==> config.mk <==
export PLATFORM = sky130hd
export DESIGN_NAME = seg7_scan_multi
export DESIGN_NICKNAME = d
export VERILOG_FILES = /design/src/rtl/seg7_scan_multi.sv
export SDC_FILE = /design/constraint.sdc
export NUM_CORES = 1
export LEC_CHECK = 0
export CORE_UTILIZATION = 55
export DETAILED_ROUTE_END_ITERATION = 12
export GPL_TIMING_DRIVEN = 1
export HOLD_SLACK_MARGIN = 0.03
export PLACE_DENSITY_LB_ADDON = 0.05
export SYNTH_ARGS = -nofsm -noshare
export SYNTH_HDL_FRONTEND = slang
export SYNTH_SLANG_ARGS = --single-unit
==> constraint.sdc <==
create_clock -name clk -period 4.03 [get_ports clk]
set_input_delay 0.806 -clock clk [delete_from_list [all_inputs] [get_ports clk]]
set_output_delay 0.806 -clock clk [all_outputs]
set_load 0.05 [all_outputs]
==> src/rtl/seg7_scan_multi.sv <==
// Time-multiplexed hex 7-segment driver with PWM brightness and frame-synchronous loads.
// Define SEG7_LZ_SUPPRESS_EN to blank leading-zero digits.
module seg7_scan_multi #(
    parameter int unsigned DIGITS      = 4,
    parameter int unsigned DIV_BITS    = 18,
    parameter int unsigned BRIGHT_BITS = 4
) (
    input  logic                   clk,
    input  logic                   rst,
    input  logic [4*DIGITS-1:0]    value,
    input  logic [DIGITS-1:0]      dp_in,
    input  logic [DIGITS-1:0]      digit_en,
    input  logic                   load,
    input  logic [BRIGHT_BITS-1:0] brightness,
    output logic [6:0]             a_to_g,
    output logic                   dp,
    output logic [DIGITS-1:0]      an,
    output logic                   frame_done,
    output logic                   load_ack
);

    localparam int unsigned IDX_W = (DIGITS > 1) ? $clog2(DIGITS) : 1;

    logic [DIV_BITS-1:0]    presc_q, presc_d;
    logic [IDX_W-1:0]       idx_q, idx_d;
    logic                   slot_tick, wrap_tick;

    logic [4*DIGITS-1:0]    pend_val_q, pend_val_d, disp_val_q, disp_val_d;
    logic [DIGITS-1:0]      pend_dp_q, pend_dp_d, disp_dp_q, disp_dp_d;
    logic [DIGITS-1:0]      pend_en_q, pend_en_d, disp_en_q, disp_en_d;
    logic                   pend_flag_q, pend_flag_d;

    logic [6:0]             seg_d, seg_raw;
    logic                   dp_d, lit, duty_on;
    logic [DIGITS-1:0]      an_d, lz_blank;
    logic [3:0]             nibble;
    logic [BRIGHT_BITS-1:0] duty_phase;

    assign slot_tick = &presc_q;
    assign wrap_tick = slot_tick && (idx_q == IDX_W'(DIGITS - 1));

    always_comb begin
        presc_d = presc_q + DIV_BITS'(1);
        idx_d   = idx_q;
        if (slot_tick) begin
            idx_d = wrap_tick ? '0 : idx_q + IDX_W'(1);
        end
    end

    // Pending data is committed only at a frame boundary, using the flag as it stood
    // before this cycle; a coincident load always lands in pending for the next frame.
    always_comb begin
        pend_val_d  = pend_val_q;
        pend_dp_d   = pend_dp_q;
        pend_en_d   = pend_en_q;
        pend_flag_d = pend_flag_q;
        disp_val_d  = disp_val_q;
        disp_dp_d   = disp_dp_q;
        disp_en_d   = disp_en_q;
        if (wrap_tick && pend_flag_q) begin
            disp_val_d  = pend_val_q;
            disp_dp_d   = pend_dp_q;
            disp_en_d   = pend_en_q;
            pend_flag_d = 1'b0;
        end
        if (load) begin
            pend_val_d  = value;
            pend_dp_d   = dp_in;
            pend_en_d   = digit_en;
            pend_flag_d = 1'b1;
        end
    end

`ifdef SEG7_LZ_SUPPRESS_EN
    logic above_zero;

    always_comb begin
        lz_blank   = '0;
        above_zero = 1'b1;
        for (int i = int'(DIGITS) - 1; i > 0; i--) begin
            above_zero  = above_zero && (disp_val_q[4*i +: 4] == 4'h0);
            lz_blank[i] = above_zero && !disp_dp_q[i];
        end
    end
`else
    assign lz_blank = '0;
`endif

    assign nibble     = disp_val_q[4*int'(idx_q) +: 4];
    assign duty_phase = presc_q[DIV_BITS-1 -: BRIGHT_BITS];
    assign duty_on    = duty_phase < brightness;

    always_comb begin
        seg_raw = '0;
        unique case (nibble)
            4'h0: seg_raw = 7'h3F;
            4'h1: seg_raw = 7'h06;
            4'h2: seg_raw = 7'h5B;
            4'h3: seg_raw = 7'h4F;
            4'h4: seg_raw = 7'h66;
            4'h5: seg_raw = 7'h6D;
            4'h6: seg_raw = 7'h7D;
            4'h7: seg_raw = 7'h07;
            4'h8: seg_raw = 7'h7F;
            4'h9: seg_raw = 7'h6F;
            4'hA: seg_raw = 7'h5F;
            4'hB: seg_raw = 7'h7C;
            4'hC: seg_raw = 7'h58;
            4'hD: seg_raw = 7'h5E;
            4'hE: seg_raw = 7'h79;
            4'hF: seg_raw = 7'h71;
        endcase
    end

    always_comb begin
        lit   = disp_en_q[idx_q] && !lz_blank[idx_q] && duty_on;
        an_d  = lit ? (DIGITS'(1) << idx_q) : '0;
        seg_d = lit ? seg_raw : 7'h00;
        dp_d  = lit && disp_dp_q[idx_q];
    end

    always_ff @(posedge clk) begin
        if (rst) begin
            presc_q     <= '0;
            idx_q       <= '0;
            pend_val_q  <= '0;
            pend_dp_q   <= '0;
            pend_en_q   <= '0;
            pend_flag_q <= 1'b0;
            disp_val_q  <= '0;
            disp_dp_q   <= '0;
            disp_en_q   <= '0;
            a_to_g      <= '0;
            dp          <= 1'b0;
            an          <= '0;
            frame_done  <= 1'b0;
            load_ack    <= 1'b0;
        end else begin
            presc_q     <= presc_d;
            idx_q       <= idx_d;
            pend_val_q  <= pend_val_d;
            pend_dp_q   <= pend_dp_d;
            pend_en_q   <= pend_en_d;
            pend_flag_q <= pend_flag_d;
            disp_val_q  <= disp_val_d;
            disp_dp_q   <= disp_dp_d;
            disp_en_q   <= disp_en_d;
            a_to_g      <= seg_d;
            dp          <= dp_d;
            an          <= an_d;
            frame_done  <= wrap_tick;
            load_ack    <= wrap_tick && pend_flag_q;
        end
    end

endmodule

Yosys cells after proc, flatten, opt, wreduce, memory -nomap -nowiden
Memories as Yosys holds them, arrays and structs flattened. A register that Yosys moved wholly into a read port is not among the register bits.
Index checks and enable logic that the tools add are counted.
- add/subtract/negate cells: 2
- multipliers: 0
- divide/modulo/power cells: 0
- order comparisons: 2
- equality and inequality tests: 1
- shift-type cells: 2
- muxes and demuxes: 9
- bitwise gates (word level): 1
- reduce and logical (&&, ||, !) cells: 9
- operator list (cell ; count):
    $add A18 B1 Y18 const B ; 1
    $reduce_and A18 Y1 ; 1
    $shiftx A16 B5 Y4 ; 1
    $bmux W1 S2 ; 3
    $logic_and A1 B1 Y1 ; 5
    $mux W1 ; 5
    $lt A4 B4 Y1 ; 1
    $shl A1 B2 Y4 const A ; 1
    $lt A2 B3 Y1 const B ; 1
    $add A2 B1 Y2 const B ; 1
    $eq A2 B2 Y1 const B ; 1
    $mux W2 ; 1
    $reduce_bool A2 Y1 ; 1
    $reduce_or A2 Y1 ; 1
    $logic_not A1 Y1 ; 1
    $not A1 Y1 ; 1
- flip-flop bits (word level): 76
- bits in latches: 0
- bits in writable memories: 0
- memory bits (read-only): 112
- bits of input ports: 31
- logic and storage cells: 40
- memories: 1
- memories (memory ; depth ; bits a word ; read ports ; clocked after Yosys merged registers in ; wr ports ; RTL line ; text):
    (name not given) ; 16 ; 7 ; 1 ; 1 ; 0 ; 95 ; unique case (nibble)

Depth between registers and ports, before layout
- word-level depth: 7
- mapped depth: 7
- mapped depth without buffers: 6

Worst setup path after synthesis
Ideal clock, no wire load.
- path type: register to register
- from: register idx_q[0]
- to: register a_to_g[5]
- arrival: 1.949 ns
- required time: 3.965 ns
- setup slack: 2.016 ns
- stages on the path, launching flop included: 8
- buffers on the path: 1
- period minus slack after synthesis: 2.014 ns
- cells stage by stage: dfxtp_1 buf_6 mux4_1 inv_1 ha_1 inv_1 mux4_2 nor2_1
- cells in the longest elaborated chain, start to end: 7
- ends and longest elaborated chain (item ; RTL line ; text):
    start, declared ; 25 ; logic [IDX_W-1:0] idx_q, idx_d;
    start signal, assigned ; 140 ; idx_q <= idx_d;
    $bmux W1 S2 ; 116 ; lit = disp_en_q[idx_q] && !lz_blank[idx_q] && duty_on;
    $mux W1 (not written as such) ; 116 ;
    $logic_not A1 Y1 ; 116 ;
    $logic_and A1 B1 Y1 (2 in series) ; 116 ;
    $not A1 Y1 (no source line) ; - ;
    $reduce_or A2 Y1 (no source line) ; - ;
    end, declared ; 15 ; output logic [6:0] a_to_g,
Parallel ways exist; a longest one is shown, timed or not. The select of a mux whose other input is x is not followed.
A chain may end at the register's enable or synchronous reset.

Worst setup path in the final report
- from: register idx_q[0]
- to: register a_to_g[3]
The elaborated chain is that of the path after synthesis.

==> summary.md <==
| Metric | Value |
|---|---|
| VDD IR max | `~0.26 mV` |
| Remaining global-route overflow | `0` |
| Static leakage | `around 1.6 nW` |
| Detailed Place HPWL | `between 4 and 5 mm` |
| Distinct cells, synth | `38` |
| Ports | `45` |
| Crit path launch type | `register` |
| Ys async rst share | `0%` |
| GR Util All Layers | `between 20% and 30%` |
| Die area | `0.006707 sq mm` |
| Vias | `2,701` |
| Clk root buf | `clkbuf_8` |
| Worst path arrival time | `about 2600 ps` |
| Num rows | `28` |
| ANT cells | `0` |
| Syn Nets | `around 410` |
| Wire per inst | `between 10 and 15 um` |
| Chip width | `around 82 um` |
| GPL Wtd Cong | `approximately 0.84` |
| Count of pins over their slew limit | `0` |
| Clock Latency Late Sink | `350 ps` |
| Post-route ant nets | `0` |
| Drt pass-1 iters | `4` |
| Setup Viol. Count Final | `0` |
| Iter 0 DRT Violations | `about 110` |
| Flops & latches, synth | `83` |
| Bufs on Longest Clock Path | `2` |
| Post-Syn Instances | `368` |
| Skew final | `just over 10 ps` |
| Status | `finished, final reports clean` |
| Max cap viols | `0` |
| Initial antenna violation count | `0` |
| Reg clk slew, reported paths | `80 ps` |
| Number of global-route vias before repair | `around 2,400` |
| Pre-CTS WS | `roughly 1400 ps` |
| Sequential element share of the synthesized area | `between 40 and 50%` |
| Routed vias/inst | `between 5 and 6` |
| Global-route wire length before repair | `~11 mm` |
| Largest net degree at the start of global routing | `50` |
| Post-CTS Setup Inserts | `0` |
| Synthesized area | `approximately 0.0035 sq mm` |
| DR DRC count | `0` |
| Core area | `approximately 0.0060 sq mm` |
| Final Total Pwr | `1.556 mW` |
| WL final | `6.809 mm` |
| Synth top area cells | `dfxtp_1 (47%), mux2i_1 (6.8%), nor2_1 (4.8%)` |
| CP max FO | `11` |
| Hold_buf cts | `0` |
| Post-synth EDFFs | `0` |
| H-tree levels | `3` |
| Cell count after placement | `between 400 and 500` |
| Total negative slack | `0 ps` |
| CTS Buf Count | `9` |
| Layout cell share with drive strength beyond 1 | `roughly 6.4%` |
| Net count, final | `roughly 440` |
| Final Cycle Share | `between 50 and 60%` |
| Synth Flop Type | `dfxtp_1` |
| Peak Freq | `414.9 MHz` |
| Fin cells | `480` |
| Worst-Margin Slew | `1033 ps` |
| Mean area per synthesized cell | `between 9 and 10 sq um` |
| RSZ-0062 raised after global routing | `no` |
| Yosys warns | `0` |
| Worst Path Required | `between 4000 and 5000 ps` |
| Port Buffer Count | `between 40 and 50` |
| Kind of critical path | `register to register` |
| Endpoint class of the critical path | `register` |
| Hold Vio Cnt, Final | `0` |
| Most common cell after layout, fill and taps aside | `dfxtp_1` |
| CTS tree | `yes` |
| Most frequent cells in the layout | `dfxtp_1 (83), nor2_1 (45), clkdlybuf4s50_1 (43)` |
| Post-synth top area share | `47.33%` |
| Slew margin rel. | `about 31%` |
| Final min period | `2410 ps` |
| Clk sink count | `just over 80` |
| Final worst setup slack | `around 1600 ps` |
| Yosys top cell by area | `dfxtp_1` |
| Hold WC Path Type | `register to register` |
| Power per cell area | `roughly 370 mW/mm^2` |
| P&R area growth vs syn | `18.64%` |
| # resized after CTS | `0` |
| Initial Util | `slightly below 60%` |
| Util after Layout | `roughly 70%` |
| Die height | `a little over 80 um` |
-- per-layer routing --
metal | vias to the layer above | wire (um) | global-route usage [%]
met2 | 71 | 2981 | 33.14
met4 | 0 | 93 | 10.70
met5 | - | 0 | 0
li1 | 1367 | - | -
met3 | 7 | 359 | 4.667
met1 | 1256 | 3374 | 29.66
-- cells by family after synthesis --
kind of cell,Yosys count,share of synthesized area (%)
flops,83,47.33
xor+xnor,11,2.744
simple gates,118,17.07
compound gates,73,11.37
buf+inv,39,4.811
mux,32,12.40
fa+ha+maj,12,4.276
-- power breakdown --
group	leakage, nW	internal (mW)	switching (mW)
Sequential	0.674	0.837	0.0103
Clock	0.102	0.338	0.294
Combinational	0.819	0.0447	0.0327
-- synthesized netlist by cell type, types with 5 or more instances --
cell type,number
ha_1,12
xor2_1,7
mux2i_1,24
clkbuf_1,17
or3_1,5
a21oi_1,31
nand4_1,5
o21ai_0,27
nor2_1,45
buf_2,6
dfxtp_1,83
a211oi_1,6
nor3_1,8
and4_1,5
nand2_1,6
inv_1,13
nand3_1,31
-- per-stage QoR --
step / hold slack (ps) / area (sq um)
3_5_place_dp: 437.7 / 3951
3_3_place_gp: 424.5 / 3951
6_report: 459.8 / 4165
2_1_floorplan: 410.4 / 3511
4_1_cts: 457.7 / 4165
5_1_grt: 489.8 / 4165
-- state kept, by name, indices dropped and copies added, names as in the netlist --
register	count
an	4
disp_en_q	4
presc_q	18
disp_dp_q	4
pend_en_q	4
load_ack	1
pend_dp_q	4
dp	1
a_to_g	7
pend_flag_q	1
idx_q	2
frame_done	1
disp_val_q	16
pend_val_q	16
-- worst max-delay path, stage by stage, from the launching register on --
cell and delay [ps]:
dfxtp_1 670, mux4_1 730, inv_1 200, ha_1 260
and2b_1 170, a211oi_1 170, a211oi_1 70
-- final timing paths --
kind	from	end	slack [ps]	depth (start not counted)
worst min-delay path	presc_q[0]	presc_q[0]	460	1
worst min register to register	presc_q[0]	presc_q[0]	460	1
worst max register to register	idx_q[0]	a_to_g[3]	1620	6
worst max-delay path	idx_q[0]	a_to_g[3]	1620	6
-- final cells by class --
cell class	count	area, sq um
Timing Repair Buffer	47	457.9
Multi-Input combinational cell	246	1689
Inverter	13	48.80
Clock inverter	3	45.04
Sequential cell	83	1662
Fill cell	490	1861
Tap cell	75	93.84
Clock buffer	13	168.9
(Power assumes the default switching activity.)
